==> src/rtl/cfg_pkg.sv <==
// Shared constants and state encoding for the configuration loader and the fabric top.
package cfg_pkg;

  localparam int N_TILES   = 16;
  localparam int TILE_BITS = 33;
  localparam int ADDR_W    = 4;
  localparam logic [7:0] SYNC = 8'hA5;

  typedef enum logic [2:0] {
    HUNT,
    COUNT,
    LOAD,
    CHECK,
    DONE,
    ERROR
  } state_t;

endpackage

==> src/rtl/cfg_chk_accum.sv <==
// Byte-lane XOR checksum: bit k of chk is the XOR of every payload bit at stream position k mod 8.
module cfg_chk_accum (
  input  logic       clk,
  input  logic       rst,
  input  logic       clear,
  input  logic       en,
  input  logic       din,
  output logic [7:0] chk
);

  logic [2:0] p;

  always_ff @(posedge clk) begin
    if (rst || clear) begin
      p   <= 3'd0;
      chk <= 8'd0;
    end else if (en) begin
      chk[p] <= chk[p] ^ din;
      p      <= p + 3'd1;
    end
  end

endmodule

==> src/rtl/cfg_bitstream_loader.sv <==
// Serial bitstream loader: sync hunt, tile count, per-tile frames written in parallel, checksum gate.
module cfg_bitstream_loader
  import cfg_pkg::*;
(
  input  logic                 clk,
  input  logic                 rst,
  input  logic                 cfg_valid,
  input  logic                 cfg_bit,
  output logic                 cfg_ready,
  output logic                 wr_en,
  output logic [ADDR_W-1:0]    wr_addr,
  output logic [TILE_BITS-1:0] wr_data,
  output logic                 cfg_done,
  output logic                 cfg_error,
  output logic                 fabric_rst
);

  localparam logic [7:0] MAX_CNT       = 8'(N_TILES);
  localparam logic [5:0] LAST_FRAME_IX = 6'(TILE_BITS - 1);

  state_t state, next_state;

  logic [7:0]           sync_sr;
  logic [7:0]           cnt;
  logic [7:0]           rx;
  logic [TILE_BITS-1:0] frame;
  logic [5:0]           bit_cnt;
  logic [ADDR_W-1:0]    tile_idx;
  logic [7:0]           chk;

  logic                 accept;
  logic                 last_byte_bit;
  logic                 last_frame_bit;
  logic                 last_tile;
  logic [7:0]           sr_next;
  logic [7:0]           cnt_next;
  logic [7:0]           rx_next;
  logic [TILE_BITS-1:0] frame_next;
  logic                 chk_clear;
  logic                 chk_en;

  // Every field arrives LSB first, so all shifters take the new bit in at the MSB.
  assign sr_next        = {cfg_bit, sync_sr[7:1]};
  assign cnt_next       = {cfg_bit, cnt[7:1]};
  assign rx_next        = {cfg_bit, rx[7:1]};
  assign frame_next     = {cfg_bit, frame[TILE_BITS-1:1]};
  assign accept         = cfg_valid & cfg_ready;
  assign last_byte_bit  = (bit_cnt == 6'd7);
  assign last_frame_bit = (bit_cnt == LAST_FRAME_IX);
  assign last_tile      = ({{(8-ADDR_W){1'b0}}, tile_idx} == (cnt - 8'd1));

  cfg_chk_accum u_chk (
    .clk   (clk),
    .rst   (rst),
    .clear (chk_clear),
    .en    (chk_en),
    .din   (cfg_bit),
    .chk   (chk)
  );

  always_ff @(posedge clk) begin
    if (rst) state <= HUNT;
    else     state <= next_state;
  end

  always_comb begin
    next_state = state;
    cfg_ready  = 1'b1;
    cfg_done   = 1'b0;
    cfg_error  = 1'b0;
    fabric_rst = 1'b1;
    chk_clear  = 1'b0;
    chk_en     = 1'b0;
    case (state)
      HUNT: begin
        chk_clear = 1'b1;
        if (accept && (sr_next == SYNC)) next_state = COUNT;
      end
      COUNT: begin
        chk_en = accept;
        if (accept && last_byte_bit) begin
          if ((cnt_next == 8'd0) || (cnt_next > MAX_CNT)) next_state = ERROR;
          else                                            next_state = LOAD;
        end
      end
      LOAD: begin
        chk_en = accept;
        if (accept && last_frame_bit && last_tile) next_state = CHECK;
      end
      CHECK: begin
        if (accept && last_byte_bit) begin
          if (rx_next == chk) next_state = DONE;
          else                next_state = ERROR;
        end
      end
      DONE: begin
        cfg_ready  = 1'b0;
        cfg_done   = 1'b1;
        fabric_rst = 1'b0;
      end
      ERROR: begin
        cfg_ready = 1'b0;
        cfg_error = 1'b1;
      end
      default: next_state = HUNT;
    endcase
  end

  // The write strobe is a registered one-cycle pulse; bit intake never stalls for it.
  always_ff @(posedge clk) begin
    if (rst) begin
      sync_sr  <= 8'd0;
      cnt      <= 8'd0;
      rx       <= 8'd0;
      frame    <= '0;
      bit_cnt  <= 6'd0;
      tile_idx <= '0;
      wr_en    <= 1'b0;
      wr_addr  <= '0;
      wr_data  <= '0;
    end else begin
      wr_en <= 1'b0;
      if (accept) begin
        case (state)
          HUNT: begin
            sync_sr <= sr_next;
            bit_cnt <= 6'd0;
          end
          COUNT: begin
            cnt      <= cnt_next;
            tile_idx <= '0;
            bit_cnt  <= last_byte_bit ? 6'd0 : bit_cnt + 6'd1;
          end
          LOAD: begin
            frame <= frame_next;
            if (last_frame_bit) begin
              bit_cnt  <= 6'd0;
              wr_en    <= 1'b1;
              wr_data  <= frame_next;
              wr_addr  <= tile_idx;
              tile_idx <= tile_idx + 1'b1;
            end else begin
              bit_cnt <= bit_cnt + 6'd1;
            end
          end
          CHECK: begin
            rx      <= rx_next;
            bit_cnt <= last_byte_bit ? 6'd0 : bit_cnt + 6'd1;
          end
          default: ;
        endcase
      end
    end
  end

endmodule

==> config.mk <==
export PLATFORM = sky130hd
export DESIGN_NAME = cfg_bitstream_loader
export DESIGN_NICKNAME = d
export VERILOG_FILES = /design/src/rtl/cfg_pkg.sv /design/src/rtl/cfg_chk_accum.sv /design/src/rtl/cfg_bitstream_loader.sv
export SDC_FILE = /design/constraint.sdc
export NUM_CORES = 1
export LEC_CHECK = 0
export ABC_CLOCK_PERIOD_IN_PS = 5500
export CAP_MARGIN = 15
export CORE_UTILIZATION = 40
export CTS_BUF_LIST = sky130_fd_sc_hd__clkbuf_8
export DETAILED_ROUTE_END_ITERATION = 8
export HOLD_SLACK_MARGIN = 0.06
export PLACE_DENSITY = 0.57
export SLEW_MARGIN = 10
export SYNTH_ARGS = -nofsm -noshare
export SYNTH_HDL_FRONTEND = slang
export SYNTH_HIERARCHICAL = 1
export SYNTH_SLANG_ARGS = --single-unit
==> constraint.sdc <==
create_clock -name clk -period 5.5 [get_ports clk]
set_input_delay 1.1 -clock clk [delete_from_list [all_inputs] [get_ports clk]]
set_output_delay 1.1 -clock clk [all_outputs]
set_load 0.02 [all_outputs]
==> results of run 1 <==
layer usage:
layer / track usage, % / share of wire [%]
met2: 28.39 / 47
met4: 6.485 / 1.2
met1: 22.22 / 48
met3: 4.762 / 3.2
met5: 0 / 0
final cells by class:
cell class | count | area [um2] | share of cell area, %
Tap cell | 143 | 178.9 | 3.219
Multi-Input combinational cell | 422 | 2171 | 39.06
Clock buffer | 17 | 234.0 | 4.210
Sequential cell | 116 | 2322 | 41.78
Timing Repair Buffer | 50 | 485.5 | 8.735
Clock inverter | 15 | 132.6 | 2.386
Inverter | 9 | 33.78 | 0.6078
power by group:
group	switching, uW	internal, uW	leakage (uW)	total [uW]
logic	18.2	6.06	0.000740	24.2
clock network	358	357	0.000172	715
registers	0.671	840	0.000934	841
registers in the layout, indices dropped and copies added (netlist names):
name,flops
bit_cnt,6
sync_sr,7
wr_en,1
rx,7
cnt,8
wr_data,33
frame,32
tile_idx,4
u_chk/p,3
state,3
wr_addr,4
u_chk/chk,8
final timing paths:
kind / startpoint / endpoint / slack [ns] / depth (start not counted)
hold reg to reg: wr_addr[3]$_SDFFE_PP0P_ / wr_addr[3]$_SDFFE_PP0P_ / 0.45 / 2
hold / removal: wr_addr[3]$_SDFFE_PP0P_ / wr_addr[3]$_SDFFE_PP0P_ / 0.45 / 2
setup / recovery: state[2]$_SDFFE_PP0P_ / cfg_error / 2.11 / 4
setup reg to reg: state[1]$_SDFFE_PP0P_ / frame[29]$_SDFFE_PP0P_ / 3.01 / 5
worst reg2reg max path, cell delays in order, from the launching register on:
cell,delay [ns]
dfxtp_1,0.64
or3b_4,0.48
nor2_2,0.81
buf_4,0.30
nand2_1,0.07
a21oi_1,0.12
cells by family (layout without fill, tap and decap cells):
logic type	after synthesis	in the layout
AND/OR/NAND/NOR	269	269
AO/OA/AOI/OAI	118	118
flip-flops	116	116
buffers and inverters	46	91
XOR/XNOR	21	21
multiplexers	9	9
adder cells (fa/ha/maj)	5	5
metrics by stage:
stage / hold slack (ns) / setup slack [ns] / area (um2) / utilization [%] / instances
4_1_cts: 0.4574 / 2.087 / 5558 / 48.67 / 772
5_1_grt: 0.4749 / 1.978 / 5558 / 48.67 / 772
3_3_place_gp: 0.4423 / 2.258 / 5191 / 45.46 / 740
2_1_floorplan: 0.4321 / 2.727 / 4691 / - / 584
3_5_place_dp: 0.4473 / 2.157 / 5191 / 45.46 / 740
6_report: 0.4546 / 2.114 / 5558 / 48.67 / 772
synthesized netlist by cell type, drive strengths merged, types with 2 or more instances:
cell    number
buf         10
nor3        10
xnor2        5
o21ai        8
nor4         5
o21a         2
a31oi        2
nor2b        3
a21oi       94
mux2i        9
or3          8
nor2        22
or4          3
xor2        16
dfxtp      116
or3b         2
nand2      185
nand4        4
nand2b       2
o211ai       4
o31ai        2
or2          3
clkbuf      27
inv          9
nand3        9
ha           5
nand3b       6
nand4b       2
==> flow_summary.toml, run 1 <==
[synth]
syn-mean-instance-area_um2 = 8.032
synth_cells = 584
ys_seq_elements = 116
synth_compound_area_share_pct = 13.55
synth_area_leaders = "dfxtp_1 (50%), nand2_1 (15%), a21oi_1 (10%), xor2_1 (3.0%), clkbuf_1 (2.2%)"
synth_edf_count = 0
synth_top_area_cell = "dfxtp_1"
synth.area.mux_share_pct = 1.921
synth_flop_cell = "dfxtp_1"
synth_top_area_share_pct = 49.51
seq_area_frac_synth_pct = 49.51
synth_xor_area_share_pct = 3.921
synth_top_family_by_area = "simple AND/OR/NAND/NOR gates"
syn_nets = 593
synth_fa_ha_area_share_pct = 1.334
yosysUniqueCellTypes = 44
syn_area_mm2 = 0.004691
yosys.area_share.simple_pct = 25.50
yosys_warnings = 6
async_flop_share_pct = 0

[place]
hpwl_mm = 6.185
gp_congestion = 0.7864
portBuffers = 45

[die]
core_area_mm2 = 0.01142
rows = 39
die-area_mm2 = 0.01216
initial_core_util_pct = 41.08
ios = 46
die_height_um = 110.3
die_w_um = 110.3

[run]
cap_violations = 0

[clock_tree]
cts_resized = 0
cts_hold_buf = 0
cts-root-buf = "clkbuf_8"
clkTransAtPathRegs_ns = 0.07
cts_tree = "done"
clock-sinks = 116
cts_buffer_depth = 2
htree_levels = 4
cts_buffers = 17
post_cts_buffers = 0
clock_latency_ns = 0.43

[timing]
slew_headroom_pct = 29.63
skew_ns = 0.008848
post-route-period-util_pct = 61.56
finalSetupViolations = 0
fin_setup_tns_ns = 0
hold_viol_final = 0
fmax_mhz = 295.3
finalMaxSlewViolations = 0
rsz0062_at_grt = "no"
period_minus_slack_ns = 3.386
tightest_slew_ns = 1.054

[outcome]
outcome = "completed"

[cells_and_area]
most-common-layout-cells = "nand2_1 (185), dfxtp_1 (116), a21oi_1 (94)"
diodes = 0
layout_commonest_cell = "nand2_1"
syn_to_final_growth_pct = 18.48
drive_gt1_share_pct = 6.995
fillers = 1198
fin_nets = 625

[global_route]
gr-total-overflow = 0
antenna_found_initial = 0
grt_max_degree = 106
grt_use_total_pct = 17.52
grt_pass1_wl_mm = 16.59
grt_pass1_vias = 3591

[pwr]
power.density_mw_per_mm2 = 284.4
power.leakage_uw = 0.001846
max-vdd-ir-drop_mv = 0.1672
power.total_uw = 1581

[worst_setup_path]
end_kind = "output pin"
max_stage_delay_ns = 0.62
critPathMaxFanout = 10
crit_slowest_cell = "clkdlybuf4s50_1"
crit_required_ns = 4.40
cp.arrival_ns = 2.29
cp_num_buf_inv = 2
path_cells = "nor2b_1 -> inv_1 -> nor2_1 -> clkdlybuf4s50_1"
start_kind = "register"
crit_type = "reg2out"
cp_top_family = "buffers and inverters"

[route]
drc = 0
vias = 3887
drt_iter0_drc = 139
wl_mm = 9.616
ant_nets = 0
routedWlPerCell_um = 12.46
vias_per_cell = 5.035
drt-pass1-iter-count = 4

[hold_path]
min_path_type = "reg2reg"
No activity file was read; power rests on OpenSTA's default activity.
==> run 2, diff against run 1 <==
- ABC_CLOCK_PERIOD_IN_PS: 5500 -> 3100
- PLACE_DENSITY: 0.57 -> 0.6
- clock period: 5.5 -> 3.1 ns (I/O delays scaled with it)
==> flow_summary.toml, run 2 (same netlist as run 1, synthesis figures left out) <==
[route]
drc = 0
drt-pass1-iter-count = 5
ant_nets = 0
vias_per_cell = 5.036
routedWlPerCell_um = 12.40
vias = 3908
drt_iter0_drc = 176
wl_mm = 9.622

[worst_setup_path]
crit_type = "reg2out"
end_kind = "output pin"
critPathMaxFanout = 10
start_kind = "register"
crit_required_ns = 2.48
cp.arrival_ns = 2.24

[cells_and_area]
top_register = "wr_data"
layout_commonest_cell = "nand2_1"
diodes = 0
fin_nets = 629
instances_no_fill = 776
reg_top3 = "wr_data: 33 flops, frame: 32 flops"
syn_to_final_growth_pct = 20.41
drive_gt1_share_pct = 7.109
most-common-layout-cells = "nand2_1 (185), dfxtp_1 (116), a21oi_1 (94)"
largest_register_ffs = 33

[global_route]
grt_use_met2_pct = 27.55
grt.busiest_layer = "met2"
grt_use_total_pct = 17.18
grt_pass1_vias = 3521
grt_pass1_wl_mm = 15.92
grtUsageMet1_pct = 20.64
gr-total-overflow = 0
grt_max_degree = 42
met3_usage_pct = 5.879
antenna_found_initial = 0

[clock_tree]
clock_latency_ns = 0.43
cts_buffers = 17
cts-root-buf = "clkbuf_8"
clkTransAtPathRegs_ns = 0.07
htree_levels = 4
clock-sinks = 116
cts_hold_buf = 0
cts_tree = "done"
cts_resized = 0
cts_buffer_depth = 2
post_cts_buffers = 0

[run]
cap_violations = 0

[die]
core_area_mm2 = 0.01142
initial_core_util_pct = 41.08
ios = 46
die_height_um = 110.3
die_w_um = 110.3
rows = 39
die-area_mm2 = 0.01216

[timing]
post-route-period-util_pct = 92.39
skew_ns = 0.01001
finalMaxSlewViolations = 0
tightest_slew_ns = 0.7825
rsz0062_at_grt = "no"
finalSetupViolations = 0
hold_viol_final = 0
fin_setup_tns_ns = 0
fmax_mhz = 349.1
period_minus_slack_ns = 2.864
slew_headroom_pct = 47.64

[place]
gp_congestion = 0.7554
dp.cells = 744
hpwl_mm = 6.303
portBuffers = 45

[pwr]
power.leakage_uw = 0.001917
max-vdd-ir-drop_mv = 0.2527
power.density_mw_per_mm2 = 523.9

[hold_path]
min_path_type = "reg2reg"

[outcome]
outcome = "completed"
==> run 2: final timing paths <==
check | slack [ns] | from | end | cells after the start
setup reg to reg | 0.90 | state[2]$_SDFFE_PP0P_ | u_chk/chk[1]$_SDFFE_PP0P_ | 7
hold / removal | 0.45 | wr_data[6]$_SDFFE_PP0P_ | wr_data[6]$_SDFFE_PP0P_ | 2
setup / recovery | 0.24 | state[2]$_SDFFE_PP0P_ | cfg_error | 4
hold reg to reg | 0.45 | wr_data[6]$_SDFFE_PP0P_ | wr_data[6]$_SDFFE_PP0P_ | 2
==> run 2: critical path: stages, from the launching register on <==
cell and delay (ns):
dfxtp_1 0.50, nor2b_1 0.43, inv_1 0.16, nor2_1 0.11, clkdlybuf4s50_1 0.61
==> run 2: cell type report <==
class,instances,area (um2)
Multi-Input combinational cell,422,2171
Clock buffer,20,275.3
Clock inverter,12,138.9
Inverter,9,33.78
Timing Repair Buffer,54,528.0
Sequential cell,116,2322
Fill cell,1125,5771
Tap cell,143,178.9
==> run 2: per-layer routing <==
layer / up-vias / part of all wire (%)
met2: 60 / 49
met1: 1818 / 46
met3: 15 / 3.1
li1: 2015 / -
met4: 0 / 1.7
met5: - / 0
==> run 2: through the flow <==
| stage | setup WS (ns) | utilization [%] | cell area (um2) | power, uW | hold WS, ns |
|---|---|---|---|---|---|
| 6_report | 0.2359 | 49.46 | 5648 | 2959 | 0.4519 |
| 5_1_grt | 0.06901 | 49.46 | 5648 | 3079 | 0.4765 |
| 4_1_cts | 0.1904 | 49.46 | 5648 | 3003 | 0.4574 |
| 3_5_place_dp | 0.4780 | 45.84 | 5234 | 1572 | 0.4487 |
| 3_3_place_gp | 0.5250 | 45.84 | 5234 | 1571 | 0.4428 |
| 2_1_floorplan | 0.8067 | - | 4691 | 1558 | 0.4321 |
==> run 2: power by group <==
group	internal (uW)	switching (uW)	leakage, uW
combinational	12.4	33.2	0.000763
clock	845	575	0.000220
sequential	1490	1.11	0.000934
==> run 3, diff against run 2 <==
- CORE_UTILIZATION: 40 -> 45
- CTS_CLUSTER_SIZE: default -> 12
- PLACE_DENSITY: 0.6 -> 0.66
==> flow_summary.toml, run 3 (same netlist as run 1, synthesis figures left out) <==
[pwr]
internal_power_uw = 2470
switching_power_uw = 666.4
combPwrFrac_pct = 1.4
power.density_mw_per_mm2 = 553.3
clkPwrFrac_pct = 51.0
max-vdd-ir-drop_mv = 0.3764
power.leakage_uw = 0.001926
seqPwrFrac_pct = 47.6
switching_share_pct = 21.25

[route]
vias = 3911
routedWlPerCell_um = 12.48
wl_mm = 9.556
drc = 0
vias_per_cell = 5.106
drt_iter0_drc = 175
drt-pass1-iter-count = 4
ant_nets = 0

[die]
die_height_um = 104.1
rows = 36
die_w_um = 104.1
core_area_mm2 = 0.009955
initial_core_util_pct = 47.12
die-area_mm2 = 0.01084
ios = 46

[place]
dp.cells = 734
gp_congestion = 0.8019
hpwl_mm = 6.150
pre_cts_ws_ns = 0.5105
portBuffers = 45

[clock_tree]
cts_tree = "done"
cts_resized = 0
cts-root-buf = "clkbuf_8"
cts_buffer_depth = 2
cts_hold_buf = 0
htree_levels = 4
cts_buffers = 17
post_cts_buffers = 0
clock_latency_ns = 0.42
clock-sinks = 116
clkTransAtPathRegs_ns = 0.07

[timing]
post-route-period-util_pct = 90.70
fmax_mhz = 355.6
rsz0062_at_grt = "no"
hold_viol_final = 0
finalMaxSlewViolations = 0
fin_ws_ns = 0.2882
slew_headroom_pct = 50.44
tightest_slew_ns = 0.7407
fin_setup_tns_ns = 0
period_minus_slack_ns = 2.812
skew_ns = 0.009341
finalSetupViolations = 0
hold_ws_ns = 0.4530

[global_route]
antenna_found_initial = 0
grt_pass1_wl_mm = 16.64
grt_max_degree = 53
gr-total-overflow = 0
grt_pass1_vias = 3724
grt_use_total_pct = 18.71

[worst_setup_path]
max_stage_delay_ns = 0.61
end_kind = "output pin"
cp.arrival_ns = 2.19
r2r_start = "state[0]$_SDFFE_PP0P_"
rrSetupSlack_ns = 0.65
crit_slowest_cell = "clkdlybuf4s50_1"
crit_required_ns = 2.48
rr_worst_depth = 7
critPathMaxFanout = 10
start_kind = "register"
critPathCapture = "cfg_error"
path_cells = "nor2b_1 -> inv_1 -> nor2_1 -> clkdlybuf4s50_1"
crit_type = "reg2out"
r2r_end = "u_chk/chk[1]$_SDFFE_PP0P_"
critPathLaunch = "state[2]$_SDFFE_PP0P_"

[cells_and_area]
largest_register_ffs = 33
syn_to_final_growth_pct = 20.83
reg_top3 = "wr_data: 33 flops, frame: 32 flops"
fillers = 905
drive_gt1_share_pct = 7.583
top_register = "wr_data"
most-common-layout-cells = "nand2_1 (185), dfxtp_1 (116), a21oi_1 (94)"
fin_nets = 629
diodes = 0
layout_commonest_cell = "nand2_1"
instances_no_fill = 766

[hold_path]
whs_path_depth = 2
min_path_type = "reg2reg"

[outcome]
outcome = "completed"

[run]
cap_violations = 0
-- run 3: cell count changes in the layout (fill, tap and decap cells not counted) --
cell        delta
clkinv_4       +2
bufinv_16      +2
inv_1          -3
buf_2          +1
inv_6          +4
clkbuf_8       -3
clkinv_2       -1
clkinvlp_4     -1
buf_12         -1
-- run 3: worst min path at each step --
stage	startpoint	endpoint	slack, ns
5_1_grt	wr_addr[3]$_SDFFE_PP0P_	wr_addr[3]$_SDFFE_PP0P_	0.47
3_3_place_gp	frame[1]$_SDFFE_PP0P_	wr_data[0]$_SDFFE_PP0P_	0.44
4_1_cts	wr_addr[1]$_SDFFE_PP0P_	wr_addr[1]$_SDFFE_PP0P_	0.46
3_5_place_dp	wr_data[6]$_SDFFE_PP0P_	wr_data[6]$_SDFFE_PP0P_	0.45
2_1_floorplan	frame[1]$_SDFFE_PP0P_	wr_data[0]$_SDFFE_PP0P_	0.43
6_report	wr_addr[3]$_SDFFE_PP0P_	wr_addr[3]$_SDFFE_PP0P_	0.45
-- run 3: critical path: cells and delay by family (launching register included) --
family,cells,cell delay (ns)
buffers and inverters,2,0.77
DFF,1,0.49
and+or+nand+nor,2,0.53
-- run 3: power groups by stage --
| stage | clock network (uW) | logic (uW) | registers, uW |
|---|---|---|---|
| 2_1_floorplan | 0 | 32.1 | 1530 |
| 3_3_place_gp | 0 | 44.5 | 1530 |
| 3_5_place_dp | 0 | 44.8 | 1530 |
| 4_1_cts | 1640 | 44.9 | 1490 |
| 5_1_grt | 1710 | 49.2 | 1490 |
| 6_report | 1600 | 44.8 | 1490 |
-- run 3: cell type report --
class	instances	area [um2]	area share [%]
well taps	133	166.4	2.936
multi-input cells	422	2171	38.30
flip-flops and latches	116	2322	40.97
clock inverters	15	227.7	4.018
clock buffers	17	234.0	4.128
inverters	9	33.78	0.5960
repair buffers	54	513.0	9.051
-- run 3: through the flow --
step | power (uW) | util, % | instance area (um2)
after floorplan | 1558 | - | 4691
after global placement | 1571 | 52.30 | 5206
after detailed placement | 1571 | 52.30 | 5206
after CTS | 3172 | 56.94 | 5668
after global routing | 3251 | 56.94 | 5668
final | 3136 | 56.94 | 5668
-- run 3: routing by layer --
metal	share of wire (%)	track usage, %	routed length (um)	vias to the layer above
met5	0	0	0	-
met4	1.3	7.143	120	0
met3	3.4	4.950	328	8
met2	48	31.67	4549	70
met1	48	22.66	4557	1812
li1	-	-	-	2021
